[config.mk]
export PLATFORM = sky130hd
export DESIGN_NAME = can_bit_stuffer
export DESIGN_NICKNAME = d
export VERILOG_FILES = /design/src/rtl/can_bit_stuffer_pkg.sv /design/src/rtl/can_run_counter.sv /design/src/rtl/can_bit_stuffer.sv
export SDC_FILE = /design/constraint.sdc
export NUM_CORES = 1
export LEC_CHECK = 0
export BUFFER_PORTS_ARGS = -buffer_cell sky130_fd_sc_hd__buf_4
export CAP_MARGIN = 30
export CORE_UTILIZATION = 54
export DETAILED_ROUTE_END_ITERATION = 10
export HOLD_SLACK_MARGIN = 0.02
export PLACE_DENSITY = 0.75
export SLEW_MARGIN = 10
export SYNTH_ARGS = -nofsm -noshare
export SYNTH_HDL_FRONTEND = slang
export SYNTH_SLANG_ARGS = --single-unit
[constraint.sdc]
create_clock -name clock -period 2.65 [get_ports clock]
set_input_delay 0.3975 -clock clock [delete_from_list [all_inputs] [get_ports clock]]
set_output_delay 0.3975 -clock clock [all_outputs]
set_load 0.005 [all_outputs]
[src/rtl/can_bit_stuffer_pkg.sv]
// Shared types and constants for the CAN transmit bit stuffer.
package can_bit_stuffer_pkg;

    typedef enum logic [1:0] {
        IDLE  = 2'd0,
        DATA  = 2'd1,
        STUFF = 2'd2
    } can_stuff_state_t;

    localparam logic CAN_DOMINANT  = 1'b0;
    localparam logic CAN_RECESSIVE = 1'b1;
    localparam int   CAN_STUFF_LEN = 5;

endpackage

[src/rtl/can_run_counter.sv]
// Run-length tracker for the stuffer: remembers the last bit inside the
// stuffing region and how many equal bits in a row have been sent.
// hit is combinational and flags that the bit being stepped in completes a run.
module can_run_counter
    import can_bit_stuffer_pkg::*;
#(
    parameter int STUFF_LEN = CAN_STUFF_LEN
) (
    input  logic clock,
    input  logic reset,
    input  logic clear,
    input  logic step,
    input  logic din,
    input  logic qualify,
    input  logic load_stuff,
    output logic last_bit,
    output logic hit
);

    localparam int CW = $clog2(STUFF_LEN + 1);

    logic [CW-1:0] cnt;
    logic [CW-1:0] cnt_nxt;

    // Count the new bit: extend the run on a repeat, otherwise start a new one.
    always_comb begin
        cnt_nxt = '0;
        if (qualify) begin
            if ((din == last_bit) && (cnt != '0))
                cnt_nxt = cnt + CW'(1);
            else
                cnt_nxt = CW'(1);
        end
    end

    assign hit = step && qualify && (cnt_nxt == CW'(STUFF_LEN));

    // A stuff bit flips the tracked level and starts a fresh run of one.
    always_ff @(posedge clock or posedge reset) begin
        if (reset) begin
            cnt      <= '0;
            last_bit <= CAN_RECESSIVE;
        end else if (clear) begin
            cnt <= '0;
        end else if (load_stuff) begin
            cnt      <= CW'(1);
            last_bit <= ~last_bit;
        end else if (step) begin
            cnt <= cnt_nxt;
            if (qualify)
                last_bit <= din;
        end
    end

endmodule

[src/rtl/can_bit_stuffer.sv]
// CAN transmit-side bit stuffer. Takes unstuffed frame bits one per bit time
// and inserts a complementary stuff bit after STUFF_LEN equal bits in the
// stuffing region. Define CAN_STUFF_CNT_EN to add a saturating stuff_count.
module can_bit_stuffer
    import can_bit_stuffer_pkg::*;
#(
    parameter int STUFF_LEN = CAN_STUFF_LEN
) (
    input  logic       clock,
    input  logic       reset,
    input  logic       bit_tick,
    input  logic       frame_start,
    input  logic       in_valid,
    input  logic       in_bit,
    input  logic       in_stuff_en,
    input  logic       in_last,
    output logic       in_ready,
    output logic       tx_bit,
    output logic       tx_stuff,
    output logic       busy,
    output logic       underrun
`ifdef CAN_STUFF_CNT_EN
    ,
    output logic [7:0] stuff_count
`endif
);

    can_stuff_state_t state;
    logic stuff_pending;
    logic last_seen;

    logic xfer;
    logic rc_clear;
    logic rc_step;
    logic rc_load;
    logic rc_last;
    logic rc_hit;

    // Control strobes for the run tracker; frame_start overrides a same-cycle tick.
    always_comb begin
        xfer     = bit_tick && in_valid && in_ready && !stuff_pending;
        rc_clear = frame_start || ((state == DATA) && bit_tick && !in_valid);
        rc_step  = !frame_start && (state == DATA) && xfer;
        rc_load  = !frame_start && (state == STUFF) && bit_tick;
    end

    can_run_counter #(.STUFF_LEN(STUFF_LEN)) u_run (
        .clock      (clock),
        .reset      (reset),
        .clear      (rc_clear),
        .step       (rc_step),
        .din        (in_bit),
        .qualify    (in_stuff_en),
        .load_stuff (rc_load),
        .last_bit   (rc_last),
        .hit        (rc_hit)
    );

    // Frame FSM with registered outputs. Line values hold for a whole bit time;
    // IDLE returns the line to recessive at the next tick so the final bit
    // keeps its full width.
    always_ff @(posedge clock or posedge reset) begin
        if (reset) begin
            state         <= IDLE;
            stuff_pending <= 1'b0;
            last_seen     <= 1'b0;
            tx_bit        <= CAN_RECESSIVE;
            tx_stuff      <= 1'b0;
            in_ready      <= 1'b0;
            busy          <= 1'b0;
            underrun      <= 1'b0;
        end else begin
            underrun <= 1'b0;
            if (frame_start) begin
                state         <= DATA;
                stuff_pending <= 1'b0;
                last_seen     <= 1'b0;
                tx_stuff      <= 1'b0;
                in_ready      <= 1'b1;
                busy          <= 1'b1;
            end else begin
                case (state)
                    IDLE: begin
                        if (bit_tick) begin
                            tx_bit   <= CAN_RECESSIVE;
                            tx_stuff <= 1'b0;
                        end
                    end
                    DATA: begin
                        if (xfer) begin
                            tx_bit   <= in_bit;
                            tx_stuff <= 1'b0;
                            if (in_last)
                                last_seen <= 1'b1;
                            if (rc_hit) begin
                                stuff_pending <= 1'b1;
                                state         <= STUFF;
                                in_ready      <= 1'b0;
                            end else if (in_last) begin
                                state    <= IDLE;
                                in_ready <= 1'b0;
                                busy     <= 1'b0;
                            end
                        end else if (bit_tick && !in_valid) begin
                            tx_bit   <= CAN_RECESSIVE;
                            tx_stuff <= 1'b0;
                            underrun <= 1'b1;
                            state    <= IDLE;
                            in_ready <= 1'b0;
                            busy     <= 1'b0;
                        end
                    end
                    STUFF: begin
                        if (bit_tick) begin
                            tx_bit        <= ~rc_last;
                            tx_stuff      <= 1'b1;
                            stuff_pending <= 1'b0;
                            if (last_seen) begin
                                state    <= IDLE;
                                in_ready <= 1'b0;
                                busy     <= 1'b0;
                            end else begin
                                state    <= DATA;
                                in_ready <= 1'b1;
                            end
                        end
                    end
                    default: begin
                        state    <= IDLE;
                        in_ready <= 1'b0;
                        busy     <= 1'b0;
                    end
                endcase
            end
        end
    end

`ifdef CAN_STUFF_CNT_EN
    // Saturating count of stuff bits emitted in the current frame.
    always_ff @(posedge clock or posedge reset) begin
        if (reset)
            stuff_count <= '0;
        else if (frame_start)
            stuff_count <= '0;
        else if (rc_load && (stuff_count != 8'hFF))
            stuff_count <= stuff_count + 8'd1;
    end
`endif

endmodule

==> metrics.txt <==
# TYPE chip_impl_metric gauge
chip_impl_metric{name="required",unit="ns"} 2.83
chip_impl_metric{name="final.setup_skew",unit="ns"} 0.003853
chip_impl_metric{name="clk_transition_reported_paths",unit="ns"} 0.08
chip_impl_metric{name="count_of_buffers_added_by_post_cts_timing_repair_for_setup",unit=""} 0
chip_impl_metric{name="drt_first_pass_iters",unit=""} 4
chip_impl_metric{name="asyncSetResetFlopFracSynth",unit=""} 1.000
chip_impl_info{name="hold_crit_class",value="in -> async"} 1
chip_impl_metric{name="grt-ovfl-total",unit=""} 0
chip_impl_info{name="unrepaired_setup_endpoints_after_global_routing",value="no"} 1
chip_impl_metric{name="cts.hold.buffers_added",unit=""} 0
chip_impl_metric{name="first_global_vias",unit=""} 746
chip_impl_metric{name="layout_worst_path_cycle_share",unit=""} 0.7802
chip_impl_metric{name="pwr_density_cell",unit="mW/mm²"} 465.0
chip_impl_metric{name="share_of_post_route_cells_with_drive_strength_above_1",unit=""} 0.2091
chip_impl_metric{name="antenna_cells",unit=""} 0
chip_impl_info{name="critPathKind",value="reg -> reg"} 1
chip_impl_metric{name="grt_pass1_wl",unit="µm"} 3305
chip_impl_metric{name="drv.max_cap_violation_count",unit=""} 0
chip_impl_metric{name="max_stage_delay",unit="ns"} 0.45
chip_impl_metric{name="mappedNetlistNets",unit=""} 109
chip_impl_metric{name="yosys_register_bits",unit=""} 13
chip_impl_metric{name="cp_max_fo",unit=""} 5
chip_impl_info{name="yosysMostFrequentCell",value="dfrtp_1"} 1
chip_impl_metric{name="floorplan.die.width",unit="µm"} 42.42
chip_impl_info{name="status",value="complete, no violations"} 1
chip_impl_metric{name="start_util",unit=""} 0.5788
chip_impl_metric{name="worst_ir_drop_vdd",unit="mV"} 0.2493
chip_impl_metric{name="final_nets",unit=""} 125
chip_impl_metric{name="routedWlPerCell",unit="µm"} 14.73
chip_impl_info{name="yosys-top-cells-area",value="dfrtp_1 31%, ha_1 8.5%, dfstp_2 6.0%"} 1
chip_impl_info{name="clock_root_buffer",value="clkbuf_4"} 1
chip_impl_metric{name="syn_area_per_cell",unit="µm²"} 9.285
chip_impl_metric{name="detail-route-antenna-nets",unit=""} 0
chip_impl_metric{name="insertion_delay",unit="ns"} 0.28
chip_impl_metric{name="synth.distinct_cells",unit=""} 40
chip_impl_metric{name="route.vias.total",unit=""} 770
chip_impl_metric{name="slew_violations",unit=""} 0
chip_impl_metric{name="finalHoldViolCount",unit=""} 0
chip_impl_metric{name="final_hpwl_from_detailed_placement",unit="µm"} 1413
chip_impl_metric{name="ys_warn_count",unit=""} 0
chip_impl_info{name="synth-main-ff-cell",value="dfrtp_1"} 1
chip_impl_metric{name="grt.total_usage",unit=""} 0.2525
chip_impl_metric{name="p_leak",unit="nW"} 0.4369
chip_impl_metric{name="synth_edf_count",unit=""} 0
chip_impl_metric{name="dr.first_iter.drc_count",unit=""} 17
chip_impl_info{name="tritoncts_clock_tree",value="yes"} 1
chip_impl_info{name="yosys-top-cells-count",value="11 x dfrtp_1, 9 x nand2_1, 8 x nor2_1"} 1
chip_impl_metric{name="syn-instance-count",unit=""} 95
chip_impl_metric{name="setup_tns",unit="ns"} 0
chip_impl_metric{name="cts-buffers-inserted",unit=""} 3
chip_impl_metric{name="core_area",unit="mm²"} 0.001524
chip_impl_metric{name="fp.dieArea",unit="mm²"} 0.001799
chip_impl_metric{name="synth.yosys.seq_area_share",unit=""} 0.3716
chip_impl_metric{name="synth_largest_type_area_fraction",unit=""} 0.3121
chip_impl_metric{name="row_count",unit=""} 14
chip_impl_metric{name="layout_min_cycle_time",unit="ns"} 2.067
chip_impl_metric{name="fin_util",unit=""} 0.6658
chip_impl_metric{name="synthesis.area",unit="µm²"} 882.1
chip_impl_info{name="end_kind",value="flip-flop"} 1
chip_impl_metric{name="max_freq",unit="MHz"} 483.7
chip_impl_info{name="synth_largest_area_cell",value="dfrtp_1"} 1
chip_impl_metric{name="clock_sinks",unit=""} 13
chip_impl_metric{name="synthToLayoutAreaGrowth",unit="%"} 15.04
chip_impl_info{name="critical_path.startpoint_type",value="flip-flop"} 1
chip_impl_metric{name="wl",unit="µm"} 1856
chip_impl_metric{name="floorplan.die.height",unit="µm"} 42.42
chip_impl_metric{name="portBuffers",unit=""} 12
chip_impl_metric{name="cts_resized",unit=""} 0
chip_impl_metric{name="grt_max_degree",unit=""} 14
chip_impl_metric{name="maximum_count_of_clock_buffers_along_a_single_path",unit=""} 2
chip_impl_metric{name="clock_tree.htree_level_count",unit=""} 1
chip_impl_metric{name="gpl.final_weighted_congestion",unit=""} 0.9308
chip_impl_metric{name="data_arrival_time_at_the_worst_slack_endpoint",unit="ns"} 2.25
chip_impl_metric{name="setup_viol",unit=""} 0
chip_impl_metric{name="antenna_found_initial",unit=""} 0
chip_impl_metric{name="tightest_slew",unit="ns"} 0.5182
chip_impl_info{name="worst_path_max_delay_cell",value="dfrtp_1"} 1
chip_impl_info{name="path_cells",value="inv_1 > ha_1 > or3b_4 > a2111oi_4 > o2bb2ai_1 > a32o_1"} 1
chip_impl_metric{name="drc",unit=""} 0
chip_impl_metric{name="pin_count",unit=""} 13
chip_impl_metric{name="max-slew-margin-rel",unit=""} 0.6541
chip_impl_metric{name="vias_per_cell",unit=""} 6.111
metal layers:
layer,track usage,vias up,part of all wire
li1,-,375,-
met1,0.3343,360,0.45
met2,0.3631,30,0.46
met3,0.08190,5,0.066
met4,0.1375,0,0.021
met5,0,-,0
kinds of logic after synthesis:
kind of cell / count (synthesis) / share of synthesized area
buf+inv: 8 / 0.03404
flops: 13 / 0.3716
simple gates: 38 / 0.2312
compound gates: 26 / 0.2298
xor+xnor: 2 / 0.01986
fa+ha+maj: 6 / 0.08510
mux: 2 / 0.02836
flip-flops by register name, indices dropped and copies added (netlist names):
register / count
tx_bit: 1
stuff_pending: 1
underrun: 1
in_ready: 1
last_seen: 1
u_run.cnt: 3
tx_stuff: 1
u_run.last_bit: 1
state: 2
busy: 1
through the flow:
step / hold slack (ns) / worst slack (ns) / cells / power [mW] / cell area [µm²]
3_5_place_dp: 0.4718 / 0.6108 / 122 / 0.3479 / 988.4
4_1_cts: 0.1556 / 0.6032 / 126 / 0.4783 / 1015
6_report: 0.1420 / 0.5825 / 126 / 0.4718 / 1015
2_1_floorplan: 0.2730 / 0.7558 / 95 / 0.3050 / 882.1
3_3_place_gp: 0.4656 / 0.6984 / 122 / 0.3467 / 988.4
5_1_grt: 0.1997 / 0.4559 / 126 / 0.5009 / 1015
layout make-up:
class                      count  area [µm²]
fill                         134       509.2
clock buffer                   4       26.28
multi-input combinational     74       524.3
inverter                       7       26.28
tap                           16       20.02
timing repair buffer          12       90.09
sequential                    13       327.8
report_power, final:
group	internal (mW)	switching (mW)	leakage [nW]	total [mW]
Sequential	0.218	0.0123	0.167	0.230
Combinational	0.0525	0.0621	0.255	0.115
Clock	0.0585	0.0685	0.0150	0.127
Total	0.329	0.143	0.437	0.472
cells in the final DEF, fill, tap and decap left out, types with 2 or more instances in the layout:
master	n
a211oi_1	2
a21oi_1	5
and2_1	2
buf_4	12
clkbuf_4	3
dfrtp_1	11
dfstp_2	2
ha_1	6
inv_1	7
nand2_1	9
nand2b_1	2
nand3_1	3
nor2_1	8
nor2b_1	3
nor3_1	3
o21ai_0	4
o21bai_1	2
o2bb2ai_1	2
final timing paths:
path | start | slack, ns | end | depth (start not counted)
min reg2reg | tx_bit | 0.51 | tx_bit | 1
min | reset | 0.14 | in_ready | 2
max in group asynchronous | reset | 2.15 | tx_bit | 2
min in group clock | in_valid | 0.30 | underrun | 2
max | u_run.cnt[0] | 0.58 | state[1] | 6
max reg2reg | u_run.cnt[0] | 0.58 | state[1] | 6
critical path: cells and delay by family, from the launching register on:
| kind | cells | cell delay, ns |
|---|---|---|
| AO/OA/AOI/OAI | 3 | 0.79 |
| flip-flops | 1 | 0.45 |
| AND/OR/NAND/NOR | 1 | 0.42 |
| adder cells (fa/ha/maj) | 1 | 0.22 |
| buffers and inverters | 1 | 0.08 |
No activity file was read; power rests on OpenSTA's default activity.
